## src/rtl/memory_interface_pkg.sv

```systemverilog
`default_nettype none
// ============================================================================
// Package  : memory_interface_pkg
// Summary  : Shared request-field layout, block geometry and controller state
//            encoding for the cache <-> memory controller interface.
// Revision : 1.0 - initial release
// ============================================================================
package memory_interface_pkg;

  // Request layout at the default 16-bit address width: {write, data, address}
  localparam int REQUEST_WRITE_BIT   = 24;
  localparam int REQUEST_DATA_MSB    = 23;
  localparam int REQUEST_DATA_LSB    = 16;
  localparam int REQUEST_ADDRESS_MSB = 15;
  localparam int REQUEST_ADDRESS_LSB = 0;

  // A returned block is two bytes: even address in the low byte
  localparam int BLOCK_BYTES = 2;

  // Controller state encoding
  localparam int STATE_WIDTH = 3;
  localparam logic [STATE_WIDTH-1:0] ST_IDLE    = 3'd0;
  localparam logic [STATE_WIDTH-1:0] ST_WRITE   = 3'd1;
  localparam logic [STATE_WIDTH-1:0] ST_READ_LO = 3'd2;
  localparam logic [STATE_WIDTH-1:0] ST_WAIT_LO = 3'd3;
  localparam logic [STATE_WIDTH-1:0] ST_READ_HI = 3'd4;
  localparam logic [STATE_WIDTH-1:0] ST_WAIT_HI = 3'd5;
  localparam logic [STATE_WIDTH-1:0] ST_RESPOND = 3'd6;

  typedef enum logic [STATE_WIDTH-1:0] {
    IDLE    = ST_IDLE,
    WRITE   = ST_WRITE,
    READ_LO = ST_READ_LO,
    WAIT_LO = ST_WAIT_LO,
    READ_HI = ST_READ_HI,
    WAIT_HI = ST_WAIT_HI,
    RESPOND = ST_RESPOND
  } state_t;

endpackage
`default_nettype wire

```

## src/rtl/memory_controller.sv

```systemverilog
`default_nettype none
// ============================================================================
// Module   : memory_controller
// Summary  : Serves cache block requests from a byte-wide synchronous SRAM.
//            Writes are write-through followed by a readback of the block.
// Revision : 1.0 - initial release
// ============================================================================
module memory_controller
  import memory_interface_pkg::*;
  #(
    parameter int ADDRESS_WIDTH = 16,
    parameter int READ_LATENCY  = 1
  ) (
    input  logic                       clock,
    input  logic                       reset,
    input  logic [ADDRESS_WIDTH+8:0]   memory_request,
    input  logic                       memory_request_ready,
    output logic [8*BLOCK_BYTES-1:0]   memory_response,
    output logic                       memory_response_ready,
    output logic                       memory_busy,
    output logic [ADDRESS_WIDTH-1:0]   sram_address,
    output logic                       sram_enable,
    output logic                       sram_write_enable,
    output logic [7:0]                 sram_write_data,
    input  logic [7:0]                 sram_read_data
  );

  // Field positions track ADDRESS_WIDTH by shifting the default layout
  localparam int c_addr_shift = ADDRESS_WIDTH - (REQUEST_ADDRESS_MSB - REQUEST_ADDRESS_LSB + 1);
  localparam int c_write_bit  = REQUEST_WRITE_BIT + c_addr_shift;
  localparam int c_data_msb   = REQUEST_DATA_MSB + c_addr_shift;
  localparam int c_data_lsb   = REQUEST_DATA_LSB + c_addr_shift;
  localparam logic [2:0] c_latency = 3'(READ_LATENCY);

  state_t                      r_state,            w_next_state;
  logic [ADDRESS_WIDTH-1:0]    r_address,          w_next_address;
  logic [7:0]                  r_data,             w_next_data;
  logic [2:0]                  r_count,            w_next_count;
  logic [8*BLOCK_BYTES-1:0]    r_response,         w_next_response;
  logic                        r_response_ready,   w_next_response_ready;
  logic                        r_busy,             w_next_busy;
  logic [ADDRESS_WIDTH-1:0]    r_sram_address,     w_next_sram_address;
  logic                        r_sram_enable,      w_next_sram_enable;
  logic                        r_sram_write_enable, w_next_sram_write_enable;
  logic [7:0]                  r_sram_write_data,  w_next_sram_write_data;

  // Next state plus the registered outputs that belong to the state being entered
  always_comb begin
    w_next_state             = r_state;
    w_next_address           = r_address;
    w_next_data              = r_data;
    w_next_count             = r_count;
    w_next_response          = r_response;
    w_next_response_ready    = 1'b0;
    w_next_busy              = 1'b0;
    w_next_sram_address      = r_sram_address;
    w_next_sram_enable       = 1'b0;
    w_next_sram_write_enable = 1'b0;
    w_next_sram_write_data   = r_sram_write_data;

    case (r_state)
      IDLE: begin
        if (memory_request_ready) begin
          w_next_address = memory_request[ADDRESS_WIDTH-1:0];
          w_next_data    = memory_request[c_data_msb:c_data_lsb];
          w_next_state   = memory_request[c_write_bit] ? WRITE : READ_LO;
        end
      end
      WRITE:   w_next_state = READ_LO;
      READ_LO: begin
        w_next_state = WAIT_LO;
        w_next_count = c_latency;
      end
      WAIT_LO: begin
        // Capture on the cycle the counter steps down to zero
        w_next_count = r_count - 3'd1;
        if (r_count == 3'd1) begin
          w_next_response[7:0] = sram_read_data;
          w_next_state         = READ_HI;
        end
      end
      READ_HI: begin
        w_next_state = WAIT_HI;
        w_next_count = c_latency;
      end
      WAIT_HI: begin
        w_next_count = r_count - 3'd1;
        if (r_count == 3'd1) begin
          w_next_response[15:8] = sram_read_data;
          w_next_state          = RESPOND;
        end
      end
      RESPOND: begin
        if (!memory_request_ready) begin
          w_next_response = '0;
          w_next_state    = IDLE;
        end
      end
      default: w_next_state = IDLE;
    endcase

    case (w_next_state)
      WRITE: begin
        w_next_sram_enable       = 1'b1;
        w_next_sram_write_enable = 1'b1;
        w_next_sram_address      = w_next_address;
        w_next_sram_write_data   = w_next_data;
      end
      READ_LO: begin
        w_next_sram_enable  = 1'b1;
        w_next_sram_address = {w_next_address[ADDRESS_WIDTH-1:1], 1'b0};
      end
      READ_HI: begin
        w_next_sram_enable  = 1'b1;
        w_next_sram_address = {w_next_address[ADDRESS_WIDTH-1:1], 1'b1};
      end
      RESPOND: w_next_response_ready = 1'b1;
      default: ;
    endcase

    w_next_busy = (w_next_state != IDLE);
  end

  // State and output registers; reset abandons any access in flight
  always_ff @(posedge clock) begin
    if (reset) begin
      r_state             <= IDLE;
      r_address           <= '0;
      r_data              <= '0;
      r_count             <= '0;
      r_response          <= '0;
      r_response_ready    <= 1'b0;
      r_busy              <= 1'b0;
      r_sram_address      <= '0;
      r_sram_enable       <= 1'b0;
      r_sram_write_enable <= 1'b0;
      r_sram_write_data   <= '0;
    end else begin
      r_state             <= w_next_state;
      r_address           <= w_next_address;
      r_data              <= w_next_data;
      r_count             <= w_next_count;
      r_response          <= w_next_response;
      r_response_ready    <= w_next_response_ready;
      r_busy              <= w_next_busy;
      r_sram_address      <= w_next_sram_address;
      r_sram_enable       <= w_next_sram_enable;
      r_sram_write_enable <= w_next_sram_write_enable;
      r_sram_write_data   <= w_next_sram_write_data;
    end
  end

  assign memory_response       = r_response;
  assign memory_response_ready = r_response_ready;
  assign memory_busy           = r_busy;
  assign sram_address          = r_sram_address;
  assign sram_enable           = r_sram_enable;
  assign sram_write_enable     = r_sram_write_enable;
  assign sram_write_data       = r_sram_write_data;

endmodule
`default_nettype wire
```

## config.mk

```make
export PLATFORM = sky130hd
export DESIGN_NAME = memory_controller
export DESIGN_NICKNAME = d
export VERILOG_FILES = /design/src/rtl/memory_interface_pkg.sv /design/src/rtl/memory_controller.sv
export SDC_FILE = /design/constraint.sdc
export NUM_CORES = 1
export LEC_CHECK = 0
export ABC_AREA = 0
export CAP_MARGIN = 20
export CORE_ASPECT_RATIO = 0.75
export CORE_MARGIN = 2
export CORE_UTILIZATION = 40
export CTS_CLUSTER_SIZE = 14
export DETAILED_ROUTE_END_ITERATION = 10
export GPL_ROUTABILITY_DRIVEN = 1
export HOLD_SLACK_MARGIN = 0.08
export MAX_ROUTING_LAYER = met4
export PLACE_DENSITY = 0.74
export RECOVER_POWER = 100
export SYNTH_ARGS = -nofsm -noshare
export SYNTH_HDL_FRONTEND = slang
export SYNTH_SLANG_ARGS = --single-unit
```

## constraint.sdc

```tcl
create_clock -name clock -period 3.24 [get_ports clock]
set_input_delay 0.486 -clock clock [delete_from_list [all_inputs] [get_ports clock]]
set_output_delay 0.486 -clock clock [all_outputs]
set_load 0.02 [all_outputs]
```

# --- Word level (Yosys, flattened, before mapping) ---
# Index checks and enable logic that the tools add are counted.
word_totals:
  regBits: 74
  latch_bits: 0
  ram_bits: 0
  mem_bits_ro: 0
  out_inout_bits: 44
  word_cells: 57
  memories: 0
op_classes:
  add_sub_neg: 1
  mul: 0
  div_mod_pow: 0
  magnitude_cmp: 0
  eq_ne: 14
  shifts: 0
  mux: 19
  bitwise_logic: 0
  reduce_logical: 11
ops:
  columns: ["op", "n"]
  rows:
  - ["$mux W16", 3]
  - ["$pmux W16 S3", 1]
  - ["$pmux W8 S2", 2]
  - ["$mux W8", 3]
  - ["$pmux W3 S7", 1]
  - ["$eq A3 B3 Y1 const B", 5]
  - ["$mux W3", 4]
  - ["$eq A3 B1 Y1 const B", 3]
  - ["$eq A3 B2 Y1 const B", 3]
  - ["$ne A2 B2 Y1 const B", 3]
  - ["$pmux W3 S2", 1]
  - ["$reduce_and A3 Y1", 2]
  - ["$reduce_bool A2 Y1", 3]
  - ["$reduce_bool A3 Y1", 2]
  - ["$reduce_or A2 Y1", 2]
  - ["$logic_not A3 Y1", 1]
  - ["$mux W1", 3]
  - ["$reduce_or A3 Y1", 1]
  - ["$sub A3 B1 Y3 const B", 1]
  - ["$mux W2", 1]

# --- Logic depth before layout (Yosys ltp) ---
logic_depth:
  depth_word: 6
  ltp_mapped: 7
  mapped_depth_nobuf: 6

# --- Worst setup path after synthesis ---
# No wires, ideal clock.
synth_timing:
  path_kind: "in2reg"
  start: "input port memory_request_ready"
  end: "register r_sram_address[7] (netlist: sram_address[7])"
  arrival_ps: 1462
  slack_ps: 1693
  path_stages: 6
  n_path_buf: 2
  cell_sequence: "buf_2 o21bai_1 a21oi_1 clkbuf_1 nor2_1 a211oi_1"
synth_via:
  elab_chain_cells: 4
synth_rtl:
  columns: ["item", "line_no", "text"]
  rows:
  - ["start, declared", "memory_controller.sv:17", "input logic memory_request_ready,"]
  - ["$mux W3 (on tied branches)", "memory_controller.sv:94, memory_controller.sv:63", null]
  - ["$pmux W3 S7", "memory_controller.sv:61", "case (r_state)"]
  - ["$eq A3 B1 Y1, or another cell as far along", "memory_controller.sv:102", "case (w_next_state)"]
  - ["$reduce_bool A3 Y1 (no line)", null, null]
  - ["end signal, assigned", "memory_controller.sv:146", "r_sram_address <= w_next_sram_address;"]
  - ["end, declared", "memory_controller.sv:42", "logic [ADDRESS_WIDTH-1:0] r_sram_address, w_next_sram_address;"]
# Parallel ways exist; a longest one is shown, timed or not. The select of a mux whose other input is x is not followed.
# A chain may end at the register's enable or synchronous reset.

# --- Worst setup path after layout ---
layout_timing:
  start: "input port memory_request_ready"
  end: "register r_sram_address[6] (netlist: sram_address[6])"
# The elaborated chain is that of the path after synthesis.

==> results.cfg <==
[global_routing]
grt-ovfl-total = 0
antenna_found_initial = 0
gr-usage-all-layers_pct = 17.4
grt_max_degree = 41
grt_first_pass_wirelength_um = 8890
grt_pass1_vias = 1978

[clock_network]
clk_pin_slew_worst_paths_ps = 60
cts_tree = done
h-tree-depth = 3
cts-root-buf = clkbuf_8
clockBufferDepth = 2
cts_sinks = 65
cts_buffers = 9
cts_setup_buffers = 0
insertion_delay_ps = 330
cts_resized = 0
hold_buffers = 0

[critical_path]
crit_slowest_cell = clkbuf_1
crit_type = in2reg
path_max_fanout = 15
reg2reg_depth = 5
arrival_ps = 2720
path_buf_inv = 2
worstReg2RegStart = r_state[0]$_SDFF_PP0_
start_kind = primary input
cp_top_family = buffers and inverters
cp-end-kind = register
crit_start = memory_request_ready
reg2reg_to = sram_address[6]$_SDFFE_PP0P_
r2r_slack_ps = 870
worstPathRequired_ps = 3470
max_stage_delay_ps = 820
path_cells = dlygate4sd3_1, and2_0, clkbuf_1, mux2i_1, a211oi_1

[placement]
dp.final_hpwl_um = 3840
gp_congestion = 0.793
port-buffer-count = 79
dp_cells = 394

[power_and_ir_drop]
leakage_nw = 1.41
power_density_nw_per_um2 = 564
peakVddDrop_uv = 297

[timing]
grt_setup_unrepaired = false
post-route-period-util_pct = 76.8
finalHoldViolCount = 0
setup_violations = 0
clock-skew-final_ps = 7.54
worst_slew_pin_slew_ps = 1100
tns_ps = 0
slew_headroom_pct = 26.9
fmax_mhz = 402
finalCriticalPeriod_ps = 2490
slew_viol_final = 0

[die]
dieArea_um2 = 6740
io_pins = 80
die_width_um = 94.1
core_um2 = 5860
start_util_pct = 41.6
core.rowCount = 24
die_h_um = 71.6

[synth]
avgSynthCellArea_um2 = 9.55
synth_top_cell_by_area = dfxtp_1
yosysWarnings = 0
ys_seq_area_share_pct = 53.4
synth-seq-cells = 65
yosysMostFrequentCell = dfxtp_1
yosysTopAreaCellShare_pct = 53.4
syn_nets = 293
ys_types = 42
synth_area_um2 = 2440
ys_async_sr_fraction_pct = 0
synth_edf_count = 0
synthTopCellsByArea = dfxtp_1 53%, nor2_1 7.4%, mux2i_1 6.6%
synth_common_cells = 65 x dfxtp_1, 48 x nor2_1, 21 x nand2_1
synth_cells = 255
synthFlopType = dfxtp_1

[routing]
wl_per_cell_um = 13.0
drc_errors = 0
ant_nets = 0
vias_per_cell = 4.90
drt_wl_total_um = 5320
dr.pass1.iters = 4
vias = 2011
drt_iter0_drc = 120

[layout]
layout.nets = 365
synthToLayoutAreaGrowth_pct = 40.2
drive_above_1_share_pct = 6.93
final_cells = 410
fillers = 537
diodes = 0

[flow_run]
maxCapViolations = 0

[run_status]
status = finished, final reports clean

[worst_hold_path]
hold_start = sram_write_data[7]$_SDFFE_PP0N_
holdPathStages = 2
hold_path_end = sram_write_data[7]$_SDFFE_PP0N_
hold_path.class = reg2reg
## per-stage QoR
stage               hold WS, ps  util [%]  power, mW  area, µm²  worst slack (ps)
floorplan                   456         -       1.15       2440              1690
global placement            442      55.0       1.28       3220              1170
detailed placement          447      55.0       1.30       3220              1090
CTS                         456      58.4       1.97       3420              1110
global route                481      58.3       2.03       3420               534
finish                      451      58.3       1.93       3420               752
## power breakdown
part	internal (mW)	switching (mW)	leakage, nW
logic	0.167	0.192	0.781
clock network	0.373	0.293	0.0953
registers	0.862	0.0390	0.531
## layout by cell type, fill, tap and decap left out, types with 2 or more instances in the layout
cell / count
clkinvlp_4: 2
clkdlybuf4s50_1: 33
clkbuf_8: 10
a21oi_1: 15
a22o_1: 8
a21oi_2: 2
a211oi_1: 15
mux2i_1: 16
inv_1: 5
dlygate4sd3_1: 45
nor4_1: 2
nor2b_1: 2
dfxtp_1: 65
buf_4: 2
clkinv_2: 2
clkbuf_1: 2
ha_1: 2
nand2_1: 21
a22oi_1: 7
nor3_1: 4
nor2_1: 48
## layout make-up
type | instances | area, µm² | share of cell area [%]
inverter | 5 | 18.8 | 0.549
multi-input combinational | 164 | 997 | 29.2
tap | 78 | 97.6 | 2.86
clock inverter | 5 | 55.1 | 1.61
timing repair buffer | 82 | 805 | 23.6
sequential | 65 | 1300 | 38.1
clock buffer | 11 | 141 | 4.14
## cell families (layout without fill, tap and decap cells)
family | after synthesis | in the layout | synth area share (%)
adder cells (fa/ha/maj) | 2 | 2 | 1.03
XOR/XNOR | 1 | 1 | 0.360
AO/OA/AOI/OAI | 56 | 56 | 16.1
multiplexers | 16 | 16 | 6.57
flip-flops | 65 | 65 | 53.4
buffers and inverters | 26 | 103 | 5.80
AND/OR/NAND/NOR | 89 | 89 | 16.7
## worst reg2reg max path: cells and delay by family (launching register included)
kind                   cells  cell delay, ps
buffers and inverters      1             820
multiplexers               1             230
AO/OA/AOI/OAI              1             310
AND/OR/NAND/NOR            2             430
flip-flops                 1             500
## flip-flops by register name, summed over array words and instances, names as in the netlist
| signal | cells |
|---|---|
| memory_response | 16 |
| sram_address | 16 |
| r_address | 15 |
| sram_write_data | 8 |
| r_count | 3 |
| r_state | 3 |
| memory_busy | 1 |
| memory_response_ready | 1 |
| sram_enable | 1 |
| sram_write_enable | 1 |
## per-layer routing
metal	vias to the layer above	part of all wire [%]	routed length, µm	track usage, %
li1	1038	-	-	-
met1	914	46	2430	19.9
met2	51	48	2530	28.9
met3	8	5.2	279	6.10
met4	0	1.4	73	5.48
met5	-	0	0	-
## worst max path at each step
stage                                     to  slack, ps  cells after the start
2_1_floorplan   sram_address[7]$_SDFFE_PP0P_       1690                      6
3_5_place_dp    sram_address[6]$_SDFFE_PP0P_       1090                      6
3_3_place_gp    sram_address[8]$_SDFFE_PP0P_       1170                      5
6_report        sram_address[6]$_SDFFE_PP0P_        750                      5
5_1_grt        sram_address[12]$_SDFFE_PP0P_        530                      5
4_1_cts         sram_address[0]$_SDFFE_PP0P_       1110                      4
(Power assumes the default switching activity.)
